===== src/rtl/hazard_pkg.sv =====
// Shared constants for the pipeline hazard controller and the main decoder:
// FSM state encoding, default register-address width and MIPS opcodes.
package hazard_pkg;

    localparam int REG_AW_DEF = 5;

    localparam logic [1:0] ST_RUN      = 2'b00;
    localparam logic [1:0] ST_MEM_WAIT = 2'b01;
    localparam logic [1:0] ST_ERROR    = 2'b10;

    localparam logic [5:0] OP_RTYPE = 6'b000000;
    localparam logic [5:0] OP_LW    = 6'b100011;
    localparam logic [5:0] OP_SW    = 6'b101011;
    localparam logic [5:0] OP_BEQ   = 6'b000100;
    localparam logic [5:0] OP_J     = 6'b000010;

endpackage


===== src/rtl/hazard_timeout_cnt.sv =====
// Clearable MEM_WAIT cycle counter; terminal-count flag is combinational
// from the registered count (asserts while count == TIMEOUT-1).
module hazard_timeout_cnt #(
    parameter int TO_W    = 8,
    parameter int TIMEOUT = 255
) (
    input  logic clk_i,
    input  logic rst_i,
    input  logic clr_i,
    input  logic inc_i,
    output logic tc_o
);

    logic [TO_W-1:0] r_cnt;

    always_ff @(posedge clk_i or negedge rst_i) begin
        if (!rst_i) begin
            r_cnt <= '0;
        end else if (clr_i) begin
            r_cnt <= '0;
        end else if (inc_i) begin
            r_cnt <= r_cnt + 1'b1;
        end
    end

    assign tc_o = (r_cnt == TO_W'(TIMEOUT - 1));

endmodule


===== src/rtl/pipeline_hazard_ctrl.sv =====
// Stall/flush sequencer for the 5-stage pipeline: load-use bubble, branch/jump
// flush, freeze on data-memory wait, sticky timeout trap. Optional HAZARD_PERF_CNT_EN.
module pipeline_hazard_ctrl
    import hazard_pkg::*;
#(
    parameter int REG_AW  = REG_AW_DEF,
    parameter int TIMEOUT = 255,
    parameter int TO_W    = 8,
    parameter int CNT_W   = 32
) (
    input  logic              clk_i,
    input  logic              rst_i,
    input  logic [REG_AW-1:0] id_rs_i,
    input  logic [REG_AW-1:0] id_rt_i,
    input  logic              id_uses_rt_i,
    input  logic              ex_memread_i,
    input  logic [REG_AW-1:0] ex_rt_i,
    input  logic              branch_taken_i,
    input  logic              jump_i,
    input  logic              mem_req_i,
    input  logic              mem_ack_i,
    output logic              pc_write_o,
    output logic              ifid_write_o,
    output logic              ifid_flush_o,
    output logic              hazard_o,
    output logic              pipe_en_o,
    output logic              err_o,
    output logic [CNT_W-1:0]  stall_cnt_o
);

    logic [1:0] r_state;
    logic [1:0] w_state_nxt;
    logic       w_run;
    logic       w_wait;
    logic       w_error;
    logic       w_freeze;
    logic       w_load_use;
    logic       w_tc;

    assign w_run   = (r_state == ST_RUN);
    assign w_wait  = (r_state == ST_MEM_WAIT);
    assign w_error = (r_state == ST_ERROR);

    // The ack cycle itself is never frozen: the pipeline advances with the ack.
    assign w_freeze = (w_run & mem_req_i & ~mem_ack_i) | (w_wait & ~mem_ack_i) | w_error;

    assign w_load_use = ex_memread_i & (ex_rt_i != '0) &
                        ((ex_rt_i == id_rs_i) | (id_uses_rt_i & (ex_rt_i == id_rt_i)));

    always_comb begin
        pc_write_o   = 1'b0;
        ifid_write_o = 1'b0;
        ifid_flush_o = 1'b0;
        hazard_o     = 1'b0;
        pipe_en_o    = 1'b0;
        if (rst_i && !w_freeze) begin
            if (w_load_use) begin
                hazard_o  = 1'b1;
                pipe_en_o = 1'b1;
            end else begin
                pc_write_o   = 1'b1;
                ifid_write_o = 1'b1;
                pipe_en_o    = 1'b1;
                ifid_flush_o = branch_taken_i | jump_i;
            end
        end
    end

    always_comb begin
        w_state_nxt = r_state;
        case (r_state)
            ST_RUN: begin
                if (mem_req_i && !mem_ack_i) begin
                    w_state_nxt = ST_MEM_WAIT;
                end
            end
            ST_MEM_WAIT: begin
                if (mem_ack_i) begin
                    w_state_nxt = ST_RUN;
                end else if (w_tc) begin
                    w_state_nxt = ST_ERROR;
                end
            end
            ST_ERROR: w_state_nxt = ST_ERROR;
            default:  w_state_nxt = ST_RUN;
        endcase
    end

    always_ff @(posedge clk_i or negedge rst_i) begin
        if (!rst_i) begin
            r_state <= ST_RUN;
        end else begin
            r_state <= w_state_nxt;
        end
    end

    // Counting only in MEM_WAIT and clearing elsewhere starts it at 0 on entry.
    hazard_timeout_cnt #(
        .TO_W    (TO_W),
        .TIMEOUT (TIMEOUT)
    ) u_timeout (
        .clk_i (clk_i),
        .rst_i (rst_i),
        .clr_i (~w_wait),
        .inc_i (w_wait),
        .tc_o  (w_tc)
    );

    assign err_o = w_error;

`ifdef HAZARD_PERF_CNT_EN
    logic [CNT_W-1:0] r_stall_cnt;

    always_ff @(posedge clk_i or negedge rst_i) begin
        if (!rst_i) begin
            r_stall_cnt <= '0;
        end else if (!pc_write_o && (r_stall_cnt != '1)) begin
            r_stall_cnt <= r_stall_cnt + 1'b1;
        end
    end

    assign stall_cnt_o = r_stall_cnt;
`else
    assign stall_cnt_o = '0;
`endif

endmodule


===== config.mk =====
export PLATFORM = sky130hd
export DESIGN_NAME = pipeline_hazard_ctrl
export DESIGN_NICKNAME = d
export VERILOG_FILES = /design/src/rtl/hazard_pkg.sv /design/src/rtl/hazard_timeout_cnt.sv /design/src/rtl/pipeline_hazard_ctrl.sv
export SDC_FILE = /design/constraint.sdc
export NUM_CORES = 1
export LEC_CHECK = 0
export BUFFER_PORTS_ARGS = -buffer_cell sky130_fd_sc_hd__clkbuf_2
export CAP_MARGIN = 25
export CORE_MARGIN = 2
export CORE_UTILIZATION = 44
export CTS_CLUSTER_DIAMETER = 120
export DETAILED_ROUTE_END_ITERATION = 10
export PLACE_DENSITY = 0.83
export SLEW_MARGIN = 10
export SYNTH_ARGS = -nofsm -noshare
export SYNTH_HDL_FRONTEND = slang
export SYNTH_SLANG_ARGS = --single-unit

===== constraint.sdc =====
create_clock -name clk_i -period 5.2 [get_ports clk_i]
set_clock_uncertainty 0.2 [all_clocks]
set_input_delay 1.56 -clock clk_i [delete_from_list [all_inputs] [get_ports clk_i]]
set_output_delay 1.56 -clock clk_i [all_outputs]
set_load 0.005 [all_outputs]

# Yosys cells after proc, flatten, opt, wreduce, memory -nomap -nowiden
# Index checks and enable logic that the tools add are counted.
dict set report totals {
  inputBits 23
  regBits 10
  output_inout_bits 38
  elab_cells 40
}
dict set report classes {
  n_eq_ne 7
  n_addsub 1
  n_bitwise 11
  reduce_logical 7
  mux 12
}
# cell count
set ops {}
lappend ops {{5-bit equality test} 2}
lappend ops {{8-bit by 1-bit adder with 8-bit output, second input constant} 1}
lappend ops {{8-bit equality test, second input constant} 1}
lappend ops {{8-bit 2-to-1 mux} 1}
lappend ops {{1-bit 2-to-1 mux} 7}
lappend ops {{1-bit AND} 6}
lappend ops {{2-bit 2-to-1 mux} 3}
lappend ops {{2-bit case mux with 3 select lines} 1}
lappend ops {{5-bit nonzero test} 1}
lappend ops {{1-bit bitwise OR} 4}
lappend ops {{3-bit by 2-bit inequality test with 1-bit output, second input constant} 1}
lappend ops {{2-bit by 1-bit equality test with 1-bit output, second input constant} 1}
lappend ops {{2-bit equality test, second input constant} 1}
lappend ops {{1-bit logical AND} 2}
lappend ops {{1-bit logical NOT} 2}
lappend ops {{2-bit logical NOT} 1}
lappend ops {{2-bit by 1-bit inequality test with 1-bit output, second input constant} 1}
lappend ops {{2-bit AND reduction} 1}
lappend ops {{1-bit NOT} 1}

# Depth between registers and ports, before layout
# Gate-level depths: netlist of run 1.
dict set report logic_depth {
  ltp_word 8
  ltp_mapped 5
  mapped_depth_nobuf 4
}

# Modules after synthesis
# From an unflattened synthesis of run 1, not the netlist that was laid out.
dict set report unflattened {
  hier_cells 107
  area_unflattened_um2 917.1
}
# mod instances area_each_um2 seq_area_each_um2 cells_each
set modules_own_cells {}
lappend modules_own_cells {pipeline_hazard_ctrl 1 506.7 50.0 66}
lappend modules_own_cells {hazard_timeout_cnt 1 410.4 200.2 41}

# Least setup slack after synthesis of run 1
# OpenSTA, ideal clock, no wires.
dict set report synth_timing {
  kind {input to output}
  startpoint {input ex_rt_i[1]}
  endpoint {output pc_write_o}
  n_path_buf 1
  path_slack_ns 0.843
  stages 4
  arrival_ns 2.597
  cell_sequence {or4_1 > o21a_1 > a21oi_1 > buf_4}
}
dict set report synth_between {
  elab_chain_cells 6
  elab_cells_between_ends 9
}
# item line_no
set synth_lines {}
lappend synth_lines {{start: declaration} pipeline_hazard_ctrl.sv:17} ;# input logic [REG_AW-1:0] ex_rt_i,
lappend synth_lines {{5-bit equality test} pipeline_hazard_ctrl.sv:48} ;# ((ex_rt_i == id_rs_i) | (id_uses_rt_i & (ex_rt_i == id_rt_i)));
lappend synth_lines {{1-bit AND} pipeline_hazard_ctrl.sv:48}
lappend synth_lines {{1-bit bitwise OR} pipeline_hazard_ctrl.sv:48}
lappend synth_lines {{1-bit AND (*)} pipeline_hazard_ctrl.sv:47} ;# assign w_load_use = ex_memread_i & (ex_rt_i != '0) &
lappend synth_lines {{1-bit 2-to-1 mux (*) (2 in a row)} -}
lappend synth_lines {{end: declaration} pipeline_hazard_ctrl.sv:22} ;# output logic pc_write_o,
# Mark *: on every way between the ends. The rest lies on a longest branch, timed or not.

# Worst setup path in the final report of run 1
dict set report layout_timing {
  startpoint {input ex_rt_i[1]}
  endpoint {output ifid_flush_o}
}
dict set report layout_between {
  elab_chain_cells 6
  elab_cells_between_ends 9
}
# item line_no
set layout_lines {}
lappend layout_lines {{5-bit equality test} pipeline_hazard_ctrl.sv:48}
lappend layout_lines {{1-bit AND} pipeline_hazard_ctrl.sv:48}
lappend layout_lines {{1-bit bitwise OR} pipeline_hazard_ctrl.sv:48}
lappend layout_lines {{1-bit AND (*)} pipeline_hazard_ctrl.sv:47}
lappend layout_lines {{1-bit 2-to-1 mux (*)} pipeline_hazard_ctrl.sv:57} ;# if (w_load_use) begin
lappend layout_lines {{1-bit 2-to-1 mux (*)} pipeline_hazard_ctrl.sv:56} ;# if (rst_i && !w_freeze) begin
lappend layout_lines {{end: declaration} pipeline_hazard_ctrl.sv:24} ;# output logic ifid_flush_o,
# Marked as above.

==> impl_metrics.tcl, run 1 <==
set metrics [dict create \
    status "finished clean" \
    finalSetupTns_ns 0 \
    fmax_mhz 220 \
    clockBufferDepth 2 \
    fin_nets 156 \
    grt_max_degree 12 \
    vdd_drop_max_mv 0.148 \
    grt_overflow_total 0 \
    antenna_found_initial 0 \
    place.gp.congestion 0.730 \
    seq_area_frac_synth_pct 28.7 \
    cts.sinks 10 \
    num_vias 640 \
    post_drt_wl_per_cell_um 9.54 \
    yosysWarnings 0 \
    synth_area_sq_um 873 \
    cp.required_ns 3.44 \
    post_cts_resized 0 \
    cts_tree "built" \
    max_cap_violations 0 \
    hold_viol 0 \
    clkLatencyLatePin_ns 0.25 \
    grt_pass1_vias 567 \
    diodes 0 \
    drc_errors 0 \
    met2_length_um 800 \
    grt_pass1_wl_um 2210 \
    worstSetupStartpointType "input pin" \
    cts_buffers 3 \
    yosysUniqueCellTypes 23 \
    postLayoutCellArea_sq_um 935 \
    drtIter0Drc 0 \
    first_pass_iters 1 \
    endpoint_kind "output port" \
    row_count 16 \
    htreeDepth 1 \
    synth_compound_area_share_pct 5.59 \
    coreArea_sq_um 1920 \
    synth_xor_area_share_pct 16.0 \
    synth_cells 101 \
    area_growth_pct 7.02 \
    cts.clk_slew.worst_paths_ns 0.05 \
    slew_viol_final 0 \
    drt-total-wl_um 1490 \
    post_cts_buffers 0 \
    io_buffers 28 \
    die_height_um 48.6 \
    netlist.top_cell.by_area "dfrtp_1" \
    final_util_pct 48.6 \
    wl_met3_um 123 \
    final_antenna_net_count 0 \
    via_per_inst 4.10 \
    critical_path.max_fanout 3 \
    timing.final.crit_share_pct 87.5 \
    rsz0062_at_grt "false" \
    synthTopCellsByArea "dfrtp_1 (29%), buf_4 (28%), xnor2_1 (11%), xor2_1 (5.0%), nor2_1 (4.7%)" \
    wl_met1_um 565 \
    synthMuxAreaShare_pct 0 \
    die_width_um 48.6 \
    layout-drive-gt1-share_pct 24.8 \
    design.portCount 61 \
    worstPathArrival_ns 2.79 \
    grt_usage_pct 12.0 \
    yosys.area_share.adder_pct 2.87 \
    total_power_mw 0.168 \
    finalCriticalPeriod_ns 4.55 \
    dp_hpwl_um 1290 \
    hold_class "flip-flop to flip-flop" \
    dr.max_layer_used "met3" \
    cts_hold_buffers 0 \
    initial_core_util_pct 45.4 \
    synth-simple-area-share_pct 16.3 \
    synth-seq-cells 10 \
    dpl_cell_area_sq_um 912 \
    synth_top_area_share_pct 28.7 \
    syn_area_per_cell_sq_um 8.65 \
    clock_tree.root_cell "clkbuf_4" \
    die-area_sq_um 2360 \
    path_class "input pin to output port" \
    p_leak_nw 0.523 \
    synth_top_family_by_area "buffers and inverters" \
    cellPowerDensity_nw_per_um2 179 \
    setup_violations 0 \
]
[layout make-up]
type	count	area, sq um
clock buffers	3	22.5
fillers	198	987
inverters	3	11.3
multi-input cells	85	477
flip-flops and latches	10	250
well taps	27	33.8
repair buffers	28	140
[flip-flops by register name, summed over array words and instances, names as in the netlist]
register         count
r_state              2
u_timeout.r_cnt      8
[synth_stat cells]
master    count
a211oi_2      1
a21o_1        1
a21oi_1       2
and3_1        1
and3b_1       1
and4_1        2
buf_4        33
clkbuf_1      1
conb_1        1
dfrtp_1      10
ha_1          2
inv_1         3
nand2_1       3
nand2b_1      2
nand3_1       5
nand4_1       2
nor2_1       11
o21a_1        1
o21ai_0       1
o22ai_1       1
or4_1         1
xnor2_1      11
xor2_1        5
[kinds of logic after synthesis]
logic type | Yosys count
buffers and inverters | 37
and+or+nand+nor | 28
xor gates and xnor gates | 16
DFF | 10
AOI/OAI and AO/OA | 7
adders and majority gates | 2
other | 1
[through the flow]
step | std cells | hold slack [ns] | setup WS (ns)
after global placement | 153 | 0.267 | 0.699
after CTS | 156 | 0.288 | 0.639
after global routing | 156 | 0.323 | 0.591
final | 156 | 0.287 | 0.649
after floorplan | 132 | 0.250 | 0.843
after detailed placement | 153 | 0.280 | 0.639
[final timing paths]
check | to | cells after the start | slack (ns) | startpoint
setup / recovery | ifid_flush_o | 5 | 0.65 | ex_rt_i[1]
hold / removal | r_state[0] | 1 | 0.29 | r_state[0]
setup reg to reg | r_state[1] | 3 | 3.86 | u_timeout.r_cnt[2]
hold reg to reg | r_state[0] | 1 | 0.29 | r_state[0]
max in group asynchronous | r_state[0] | 1 | 3.62 | rst_i
min in group asynchronous | u_timeout.r_cnt[3] | 1 | 0.97 | rst_i
[layer usage]
| metal | track usage [%] | up-vias |
|---|---|---|
| li1 | - | 318 |
| met1 | 11.1 | 286 |
| met2 | 24.1 | 36 |
| met3 | 2.16 | 0 |
| met4 | 7.14 | 0 |
| met5 | 0 | - |
[layout by cell type, fill, tap and decap left out]
master     n
a211oi_2   1
a21o_1     1
a21oi_1    2
and3_1     1
and3b_1    1
and4_1     2
clkbuf_2  28
clkbuf_4   3
conb_1    32
dfrtp_1   10
ha_1       2
inv_1      3
nand2_1    3
nand2b_1   2
nand3_1    5
nand4_1    2
nor2_1    11
o21a_1     1
o21ai_0    1
o22ai_1    1
or4_1      1
xnor2_1   11
xor2_1     5
[worst max-delay path, stage by stage]
cell and delay [ns]:
clkbuf_2 0.11, or4_1 0.52, o21a_1 0.22, a211oi_2 0.23, clkbuf_2 0.15
[power by group]
part / internal (mW) / switching [mW] / leakage [nW] / total [mW]
Sequential: 0.0796 / 0.00227 / 0.137 / 0.0819
Clock: 0.0265 / 0.0220 / 0.0138 / 0.0484
Combinational: 0.0162 / 0.0211 / 0.373 / 0.0373
Total: 0.122 / 0.0453 / 0.523 / 0.168
(Power assumes the default switching activity.)
==> inputs of run 2 (changes only) <==
- BUFFER_PORTS_ARGS: -buffer_cell sky130_fd_sc_hd__clkbuf_2 -> unset
- CORE_UTILIZATION: 44 -> 45
- DONT_BUFFER_PORTS: unset -> 1
- PLACE_DENSITY: 0.83 -> 0.58
==> run 2 against run 1 <==
  * Sequential cell count did not move
  * Cell count decreased by 19%
  * Sequential power about the same
  * First-iteration DRC count increased by 2
  * Critical path type unchanged
  * Critical path depth is 2 lower
  * Count of clock-buffer cells in the layout is the same
  * Largest cell class unchanged
  * Wire length is 17% lower
  * Global-route usage down 0.11 points
==> impl_metrics.tcl, run 2 (synthesis results as in run 1) <==
set metrics [dict create \
    status "finished clean" \
    drt-total-wl_um 1240 \
    layout-drive-gt1-share_pct 3.96 \
    worstPathArrival_ns 2.54 \
    rr_worst_depth 3 \
    finalCriticalPeriod_ns 4.30 \
    p_leak_nw 0.405 \
    initial_core_util_pct 49.0 \
    slowest_delay_ns 0.52 \
    startpoint "ex_rt_i[1]" \
    grt_overflow_total 0 \
    grt_pass1_wl_um 1810 \
    dp_cells 123 \
    area_growth_pct -9.31 \
    fillers 184 \
    path_cells "or4_1 > o21a_1 > a21oi_1" \
    slew_viol_final 0 \
    setup_violations 0 \
    io_buffers 0 \
    hold_viol 0 \
    cts_hold_buffers 0 \
    critical_path.max_fanout 3 \
    worstSetupStartpointType "input pin" \
    final_antenna_net_count 0 \
    drc_errors 0 \
    place.gp.congestion 0.724 \
    dp_hpwl_um 1010 \
    via_per_inst 4.29 \
    cp.required_ns 3.44 \
    worstReg2RegStart "u_timeout.r_cnt[2]" \
    path_class "input pin to output port" \
    hp-start "r_state[0]" \
    seq_area_sq_um 250 \
    fmax_mhz 233 \
    largest_register_ffs 8 \
    clkLatencyLatePin_ns 0.26 \
    die_width_um 48.1 \
    vdd_drop_max_mv 0.150 \
    final_util_pct 44.4 \
    row_count 15 \
    top_register "u_timeout.r_cnt" \
    fin_nets 128 \
    cts_buffers 3 \
    endpoint_kind "output port" \
    path_buf_inv 0 \
    clockBufferDepth 2 \
    cp_slowest_cell "or4_1" \
    design.portCount 61 \
    drtIter0Drc 2 \
    cts.clk_slew.worst_paths_ns 0.06 \
    diodes 0 \
    cts.sinks 10 \
    antenna_found_initial 0 \
    reg_top3 "u_timeout.r_cnt x8, r_state x2" \
    min_path_cells 1 \
    cts_tree "built" \
    num_vias 541 \
    finalSetupTns_ns 0 \
    post_drt_wl_per_cell_um 9.87 \
    htreeDepth 1 \
    hold_class "flip-flop to flip-flop" \
    grt_usage_pct 11.9 \
    post_cts_resized 0 \
    die_height_um 48.1 \
    coreArea_sq_um 1780 \
    cellPowerDensity_nw_per_um2 197 \
    max_cap_violations 0 \
    layout_common_cells "conb_1 (32), nor2_1 (11), xnor2_1 (11), dfrtp_1 (10)" \
    timing.final.crit_share_pct 82.7 \
    rsz0062_at_grt "false" \
    grt_max_degree 12 \
    die-area_sq_um 2310 \
    clock_tree.root_cell "clkbuf_4" \
    multi_input_area_sq_um 477 \
    layout_commonest_cell "conb_1" \
    path_depth 3 \
    first_pass_iters 2 \
    crit_family "simple AND/OR/NAND/NOR gates" \
    instances_no_fill 126 \
    grt_pass1_vias 432 \
    post_cts_buffers 0 \
]
-- run 2: worst paths after layout --
path / endpoint / slack (ns)
worst max-delay path: pc_write_o / 0.90
worst min-delay path: r_state[0] / 0.29
worst min register to register: r_state[0] / 0.29
min in group asynchronous: u_timeout.r_cnt[6] / 0.79
worst max register to register: r_state[1] / 3.86
max in group asynchronous: u_timeout.r_cnt[0] / 3.95
-- run 2: layout make-up --
cell class	count	share of cell area (%)
well taps	25	3.95
multi-input cells	85	60.2
inverters	3	1.42
flip-flops and latches	10	31.6
clock buffers	3	2.84
-- run 2: worst reg2reg max path, cell delays in order (launching register included) --
cell,delay [ns]
dfrtp_1,0.42
and4_1,0.24
and4_1,0.22
a21o_1,0.16
-- run 2: where the power goes --
group	internal, mW	switching (mW)
logic	0.00924	0.0136
clock network	0.0267	0.0246
registers	0.0796	0.00231
total	0.116	0.0405
-- run 2: stage by stage --
| step | instance area [sq um] | power [mW] | worst slack, ns | hold WS [ns] |
|---|---|---|---|---|
| 6_report | 792 | 0.156 | 0.899 | 0.291 |
| 5_1_grt | 792 | 0.169 | 0.848 | 0.312 |
| 4_1_cts | 792 | 0.160 | 0.899 | 0.292 |
| 3_5_place_dp | 769 | 0.106 | 0.905 | 0.286 |
| 3_3_place_gp | 769 | 0.106 | 0.903 | 0.270 |
| 2_1_floorplan | 990 | 0.122 | 0.843 | 0.250 |
-- run 2: routing by layer --
layer | track usage (%) | routed length, um
met3 | 7.17 | 140
met4 | 4.86 | 9
met2 | 19.2 | 604
met1 | 12.7 | 489
met5 | 0 | 0
